## config.mk

```make
export PLATFORM = sky130hd
export DESIGN_NAME = mul
export DESIGN_NICKNAME = d
export VERILOG_FILES = /design/src/rtl/alu_pkg.sv /design/src/rtl/mag_mult.sv /design/src/rtl/mul.sv
export SDC_FILE = /design/constraint.sdc
export NUM_CORES = 1
export LEC_CHECK = 0
export BUFFER_PORTS_ARGS = -buffer_cell sky130_fd_sc_hd__clkbuf_2
export CELL_PAD_IN_SITES_DETAIL_PLACEMENT = 1
export CELL_PAD_IN_SITES_GLOBAL_PLACEMENT = 1
export CORE_AREA = 2 2 39 41
export CTS_CLUSTER_DIAMETER = 50
export DETAILED_ROUTE_END_ITERATION = 12
export DIE_AREA = 0 0 41 43
export MAX_ROUTING_LAYER = met4
export PLACE_DENSITY_LB_ADDON = 0.15
export SYNTH_ARGS = -nofsm -noshare
export SYNTH_HDL_FRONTEND = slang
export SYNTH_SLANG_ARGS = --single-unit
```

## constraint.sdc

```tcl
create_clock -name clk -period 0.8 [get_ports clk]
set_input_delay 0.2 -clock clk [delete_from_list [all_inputs] [get_ports clk]]
set_output_delay 0.2 -clock clk [all_outputs]
set_load 0.1 [all_outputs]
```

## src/rtl/alu_pkg.sv

```systemverilog
// Shared ALU definitions: widths, sign-bit positions and the signed-magnitude
// operand layout used by the arithmetic slices.
package alu_pkg;

    localparam int MAG_W        = 2;
    localparam int OPND_W       = MAG_W + 1;
    localparam int RES_W        = 2 * MAG_W + 1;

    localparam int OPND_SIGN_IDX = OPND_W - 1;
    localparam int RES_SIGN_IDX  = RES_W - 1;

    // Signed-magnitude operand: sign bit on top, unsigned magnitude below.
    typedef struct packed {
        logic             sign;
        logic [MAG_W-1:0] mag;
    } sm_opnd_t;

endpackage

```

## src/rtl/mag_mult.sv

```systemverilog
// Combinational unsigned MAG_W x MAG_W array multiplier: one AND row per bit
// of b, each shifted into place and accumulated through an adder chain.
module mag_mult #(
    parameter int MAG_W = alu_pkg::MAG_W
) (
    input  logic [MAG_W-1:0]   a,
    input  logic [MAG_W-1:0]   b,
    output logic [2*MAG_W-1:0] prod
);

    logic [2*MAG_W-1:0] pp  [MAG_W];
    logic [2*MAG_W-1:0] acc [MAG_W+1];

    assign acc[0] = '0;

    for (genvar i = 0; i < MAG_W; i++) begin : g_row
        assign pp[i]    = {{MAG_W{1'b0}}, a & {MAG_W{b[i]}}} << i;
        assign acc[i+1] = acc[i] + pp[i];
    end

    assign prod = acc[MAG_W];

endmodule

```

## src/rtl/mul.sv

```systemverilog
// Signed-magnitude multiplier slice: sign is the XOR of the operand signs,
// magnitude comes from the unsigned array multiplier, and the product plus
// zero/negative flags are registered together with one cycle of latency.
// A zero magnitude keeps its computed sign, so negative zero is produced.
module mul
    import alu_pkg::*;
#(
    parameter int MAG_W = alu_pkg::MAG_W
) (
    input  logic             clk,
    input  logic             rst_n,
    input  logic [MAG_W:0]   SAB,
    input  logic [MAG_W:0]   SCD,
    output logic [2*MAG_W:0] result,
    output logic             zeroFlag,
    output logic             negativeFlag
);

    logic [2*MAG_W-1:0] mag_p0;
    logic               sign_p0;
    logic               zero_p0;

    mag_mult #(
        .MAG_W (MAG_W)
    ) u_mag_mult (
        .a    (SAB[MAG_W-1:0]),
        .b    (SCD[MAG_W-1:0]),
        .prod (mag_p0)
    );

    // Stage p0: combinational sign and zero detection ahead of the output register
    always_comb begin
        sign_p0 = SAB[MAG_W] ^ SCD[MAG_W];
        zero_p0 = ~|mag_p0;
    end

    // Stage p1: register product and flags together; reset gives positive zero
    always_ff @(posedge clk or negedge rst_n) begin
        if (!rst_n) begin
            result       <= '0;
            zeroFlag     <= 1'b1;
            negativeFlag <= 1'b0;
        end else begin
            result       <= {sign_p0, mag_p0};
            zeroFlag     <= zero_p0;
            negativeFlag <= sign_p0;
        end
    end

endmodule

```

==> metrics, run 1 <==
status=finished, violations left; failing checks=negative setup slack; Final Instance Count excl. Fillers=54; cts repair resizes=0; Post-DP Area=roughly 510 um^2; CTS root buf=clkbuf_4; CTS tree=built; Core Util, Final=0.392; Final Worst Setup Slack=-0.422 ns; starting DRC count in detailed routing=0; period utilization=1.53; Post-Syn Nets=29; Layout area overhead=115%; CORE AREA=1380 um^2; Clock Path Buffers=2; library cells used by synthesis=11; CP delay by family, top=flip-flops; Antenna Diode Count=0; gr usage total=0.0780; slowest CP cell=dfstp_4; data required time of the critical path=0.60 ns; I/O pins=15; DR WL met2=307 um; Fill cells=145; crit path kind=flop to output port; grt ovf=0; final wirelength=501 um; Multi-input gate area=114 um^2; worst-path cell chain=buf_12; Combinational Power Share=0.386; leak pwr=about 0.00025 uW; sequential element share of the synthesized area=0.602; Hold Vio Cnt, Final=0; metal3 WL=~47 um; row count=14; PwrDens=a little under 2000 nW/um^2; Slew HR=0.903; Int Power=between 600 and 700 uW; final hold slack=0.139 ns; H-tree levels=1; post-route cell area=roughly 540 um^2; fmax=0.818 GHz; # clock sinks=6; clock share of power=0.271; Post-Syn Instances=18; Top Layer Used=met4; number of buffers created by CTS=3; Avg WL per Cell=9.28 um; Die X=41 um; drt pass-1 iters=1; routed vias/inst=3.80; P_sw=about 380 uW; Peak VDD IR=455 uV; initial antenna violation count=0; Setup Buffers After CTS=0; FF/Latch Area=about 170 um^2; critical path capture point type=output port; arrival time worst endpoint=1.02 ns; Reg power frac=0.343; Die Y=43 um; Startpoint Class=flop; fin crit period=1.22 ns; crit-path max cell delay=between 0.6 and 0.7 ns; Initial Utilization=0.182; die area=1760 um^2; Slew Viols, Final=0; largest net degree at the start of global routing=7; critical path peak fanout=1; Max Cap Viol=0; synthesized area=around 250 um^2; Hold WC Path Type=primary input to flop; IO buf count=14; vias in the first global route=229; via count=205; post-route ant nets=0; Slew @ Worst Pin=0.146 ns; Clock transition at path regs=0.05 ns; detailed-placement wirelength estimate=450 um; Synth Register Bits=6; Met1 Routed Length=126 um; gpl congestion=around 0.66; global-route wire length before repair=772 um; layout cells sized above 1=0.842; DP Cell Count=49; Yosys warnings=0; switching share of total power=0.354; Syn Area/Cell=14.0 um^2; DRC viols=0; nets@finish=50; Bufs and invs on worst path=1; Final setup viols=7; RSZ-0062 raised after global routing=yes
[timing repair]
| item | CTS | global route |
|---|---|---|
| endpoints found under the hold margin | 6 | 0 |
| setup endpoints to repair | 7 | 7 |
| hold buffers | 1 | 0 |
[power groups by stage]
| stage | registers (uW) | logic, uW | clock network, uW |
|---|---|---|---|
| floorplan | 535 | 101 | 0 |
| global placement | 373 | 410 | 0 |
| detailed placement | 374 | 413 | 0 |
| CTS | 369 | 419 | 306 |
| global route | 369 | 431 | 334 |
| finish | 368 | 414 | 291 |
[flip-flops by register name, summed over array words and instances, names as in the netlist]
signal and cells:
negativeFlag 1, result 4, zeroFlag 1
[final timing paths]
| path | to | slack [ns] | depth (start not counted) | startpoint |
|---|---|---|---|---|
| worst max-delay path | zeroFlag | -0.42 | 1 | zeroFlag$_DFF_PN1_ |
| max in group asynchronous | zeroFlag$_DFF_PN1_ | 0.27 | 2 | rst_n |
| min in group asynchronous | result[2]$_DFF_PN0_ | 0.31 | 2 | rst_n |
| worst min-delay path | negativeFlag$_DFF_PN0_ | 0.14 | 2 | SAB[2] |
[routing by layer]
| layer | global-route usage | vias up |
|---|---|---|
| met5 | - | - |
| met4 | 0.120 | 0 |
| met3 | 0.0157 | 2 |
| met2 | 0.128 | 13 |
| met1 | 0.0432 | 96 |
| li1 | - | 94 |
[placed cells by master (no fill, tap or decap), drive strengths merged]
cell type and instances:
clkbuf 11, buf 9, dfrtp 5, and2 3
ha 3, inv 2, nand2 1, xor2 1
nor3b 1, dlygate4sd3 1, dfstp 1
[synthesized netlist by cell type]
library cell / n / area share
dfstp_2: 1 / 0.10
nor3b_2: 1 / 0.050
and2_4: 1 / 0.035
ha_1: 3 / 0.15
and2_2: 1 / 0.030
dfrtp_1: 5 / 0.50
xor2_1: 1 / 0.035
and2_1: 1 / 0.025
inv_1: 2 / 0.030
nand2_1: 1 / 0.015
buf_4: 1 / 0.030
[cells by family (layout without fill, tap and decap cells)]
group         Yosys count  after routing  share of synthesized area
fa+ha+maj               3              3                      0.149
buf+inv                 3             23                     0.0597
xor+xnor                1              1                     0.0348
flops                   6              6                      0.602
simple gates            5              5                      0.154
[layout make-up]
type,count,share of cell area
flip-flops and latches,6,0.321
inverters,2,0.0139
well taps,16,0.0370
clock buffers,4,0.0485
repair buffers,17,0.370
multi-input cells,9,0.210
[through the flow]
| stage | setup WS, ns | power, uW | TNS [ns] |
|---|---|---|---|
| after floorplan | -0.229 | 636 | -0.483 |
| after global placement | -0.168 | 783 | -0.814 |
| after detailed placement | -0.189 | 787 | -0.889 |
| after CTS | -0.434 | 1090 | -2.25 |
| after global routing | -0.447 | 1130 | -2.36 |
| final | -0.422 | 1070 | -2.16 |
(Power assumes the default switching activity.)
==> run 2, diff against run 1 <==
--- a/config.mk
+++ b/config.mk
@@ -9,6 +9,7 @@
 export CELL_PAD_IN_SITES_DETAIL_PLACEMENT = 1
 export CELL_PAD_IN_SITES_GLOBAL_PLACEMENT = 1
 export CORE_AREA = 2 2 39 41
+export CTS_BUF_LIST = sky130_fd_sc_hd__clkbuf_4 sky130_fd_sc_hd__clkbuf_8
 export CTS_CLUSTER_DIAMETER = 50
 export DETAILED_ROUTE_END_ITERATION = 12
 export DIE_AREA = 0 0 41 43
==> metrics, run 2 (synthesized netlist as in run 1, its figures left out) <==
gr usage total=0.0780 (unchanged); Final Worst Setup Slack=-0.421 ns (+0.00151 ns); period utilization=1.53 (-0.00188); gpl congestion=0.663 (unchanged); IO buf count=14 (unchanged); leak pwr=0.000251 uW (+1.4%); number of buffers created by CTS=3 (unchanged); Hold WC Path Type=primary input to flop; Die X=41 um (unchanged); RSZ-0062 raised after global routing=yes; via count=204 (-0.49%); Max Cap Viol=0 (unchanged); critical path peak fanout=1 (unchanged); grt ovf=0 (unchanged); critical path capture point type=output port; Largest Register=result; H-tree levels=1 (unchanged); I/O pins=15 (unchanged); Clock Path Buffers=2 (unchanged); final wirelength=486 um (-3.0%); status=finished, violations left; layout cells sized above 1=0.868 (+0.0263); failing checks=negative setup slack; crit path kind=flop to output port; DP Cell Count=49 (unchanged); Peak VDD IR=456 uV (+0.11%); Slew Viols, Final=0 (unchanged); fin crit period=1.22 ns (-0.00151 ns); Slew @ Worst Pin=0.144 ns (-0.00239 ns); Startpoint Class=flop; Layout area overhead=117%; crit-path max cell delay=0.61 ns (about the same); Slew HR=0.904 (+0.00160); DRC viols=0 (unchanged); Avg WL per Cell=9.00 um (-3.0%); die area=1760 um^2 (unchanged); biggest regs=result x4, negativeFlag x1, zeroFlag x1; data required time of the critical path=0.60 ns (about the same); Hold Vio Cnt, Final=0 (unchanged); Initial Utilization=0.182 (unchanged); initial antenna violation count=0 (unchanged); final hold slack=0.139 ns (-0.000121 ns); Final setup viols=7 (unchanged); most frequent cells in the layout=clkbuf_2 (7), buf_12 (7), dfrtp_4 (5); routed vias/inst=3.78 (-0.49%); CTS tree=built; max reg flops=4 (unchanged); Antenna Diode Count=0 (unchanged); worst-path cell chain=buf_12; global-route wire length before repair=772 um (unchanged); cts repair resizes=0 (unchanged); CORE AREA=1380 um^2 (unchanged); slowest CP cell=dfstp_4; nets@finish=50 (unchanged); detailed-placement wirelength estimate=450 um (unchanged); post-route ant nets=0 (unchanged); drt pass-1 iters=1 (unchanged); Clock transition at path regs=0.05 ns (about the same); Worst Min Path Start=SAB[2]; CP delay by family, top=flip-flops; CP startpoint=zeroFlag$_DFF_PN1_; Die Y=43 um (unchanged); starting DRC count in detailed routing=0 (unchanged); final total power=1110 uW (+3.0%); arrival time worst endpoint=1.02 ns (about the same); row count=14 (unchanged); largest net degree at the start of global routing=7 (unchanged); CTS root buf=clkbuf_4; Bufs and invs on worst path=1 (unchanged); vias in the first global route=229 (unchanged); fmax=0.819 GHz (+0.12%); # clock sinks=6 (unchanged); Final Instance Count excl. Fillers=54 (unchanged); PwrDens=2030 nW/um^2 (+2.3%)
run 2: worst paths after layout:
check | to | slack, ns | cells past startpoint
max | zeroFlag | -0.42 | 1
min | negativeFlag$_DFF_PN0_ | 0.14 | 2
max in group asynchronous | zeroFlag$_DFF_PN1_ | 0.27 | 2
min in group asynchronous | result[2]$_DFF_PN0_ | 0.31 | 2
run 2: layout make-up:
type | instances | area, um^2
flip-flops and latches | 6 | 174
clock buffers | 4 | 30.0
well taps | 16 | 20.0
inverters | 2 | 7.51
fillers | 147 | 838
multi-input cells | 9 | 114
repair buffers | 17 | 200
run 2: routing by layer:
layer | routed length, um | track usage | vias up
li1 | - | - | 94
met1 | 126 | 0.0432 | 95
met2 | 293 | 0.128 | 13
met3 | 47 | 0.0157 | 2
met4 | 19 | 0.120 | 0
met5 | 0 | - | -
run 2: metrics by stage:
step                 util  setup WS (ns)  area (um^2)  TNS [ns]
finish              0.394         -0.421          546     -2.16
CTS                 0.394         -0.433          546     -2.24
global placement    0.365         -0.168          505    -0.814
floorplan               -         -0.229          315    -0.483
global route        0.394         -0.446          546     -2.36
detailed placement  0.365         -0.189          505    -0.889
run 2: timing repair:
action / 4_1_cts / 5_1_grt
gates cloned: 0 / 0
endpoints found under the hold margin: 6 / 0
endpoints found under the setup margin: 7 / 7
hold buffers: 1 / 0
buffers inserted: 0 / 0
pin swaps: 0 / 0
run 2: report_power, final:
group          internal, uW  switching (uW)  total [uW]
logic                   158             255         414
clock network           222             101         323
registers               346            22.1         368
total                   727             379        1110
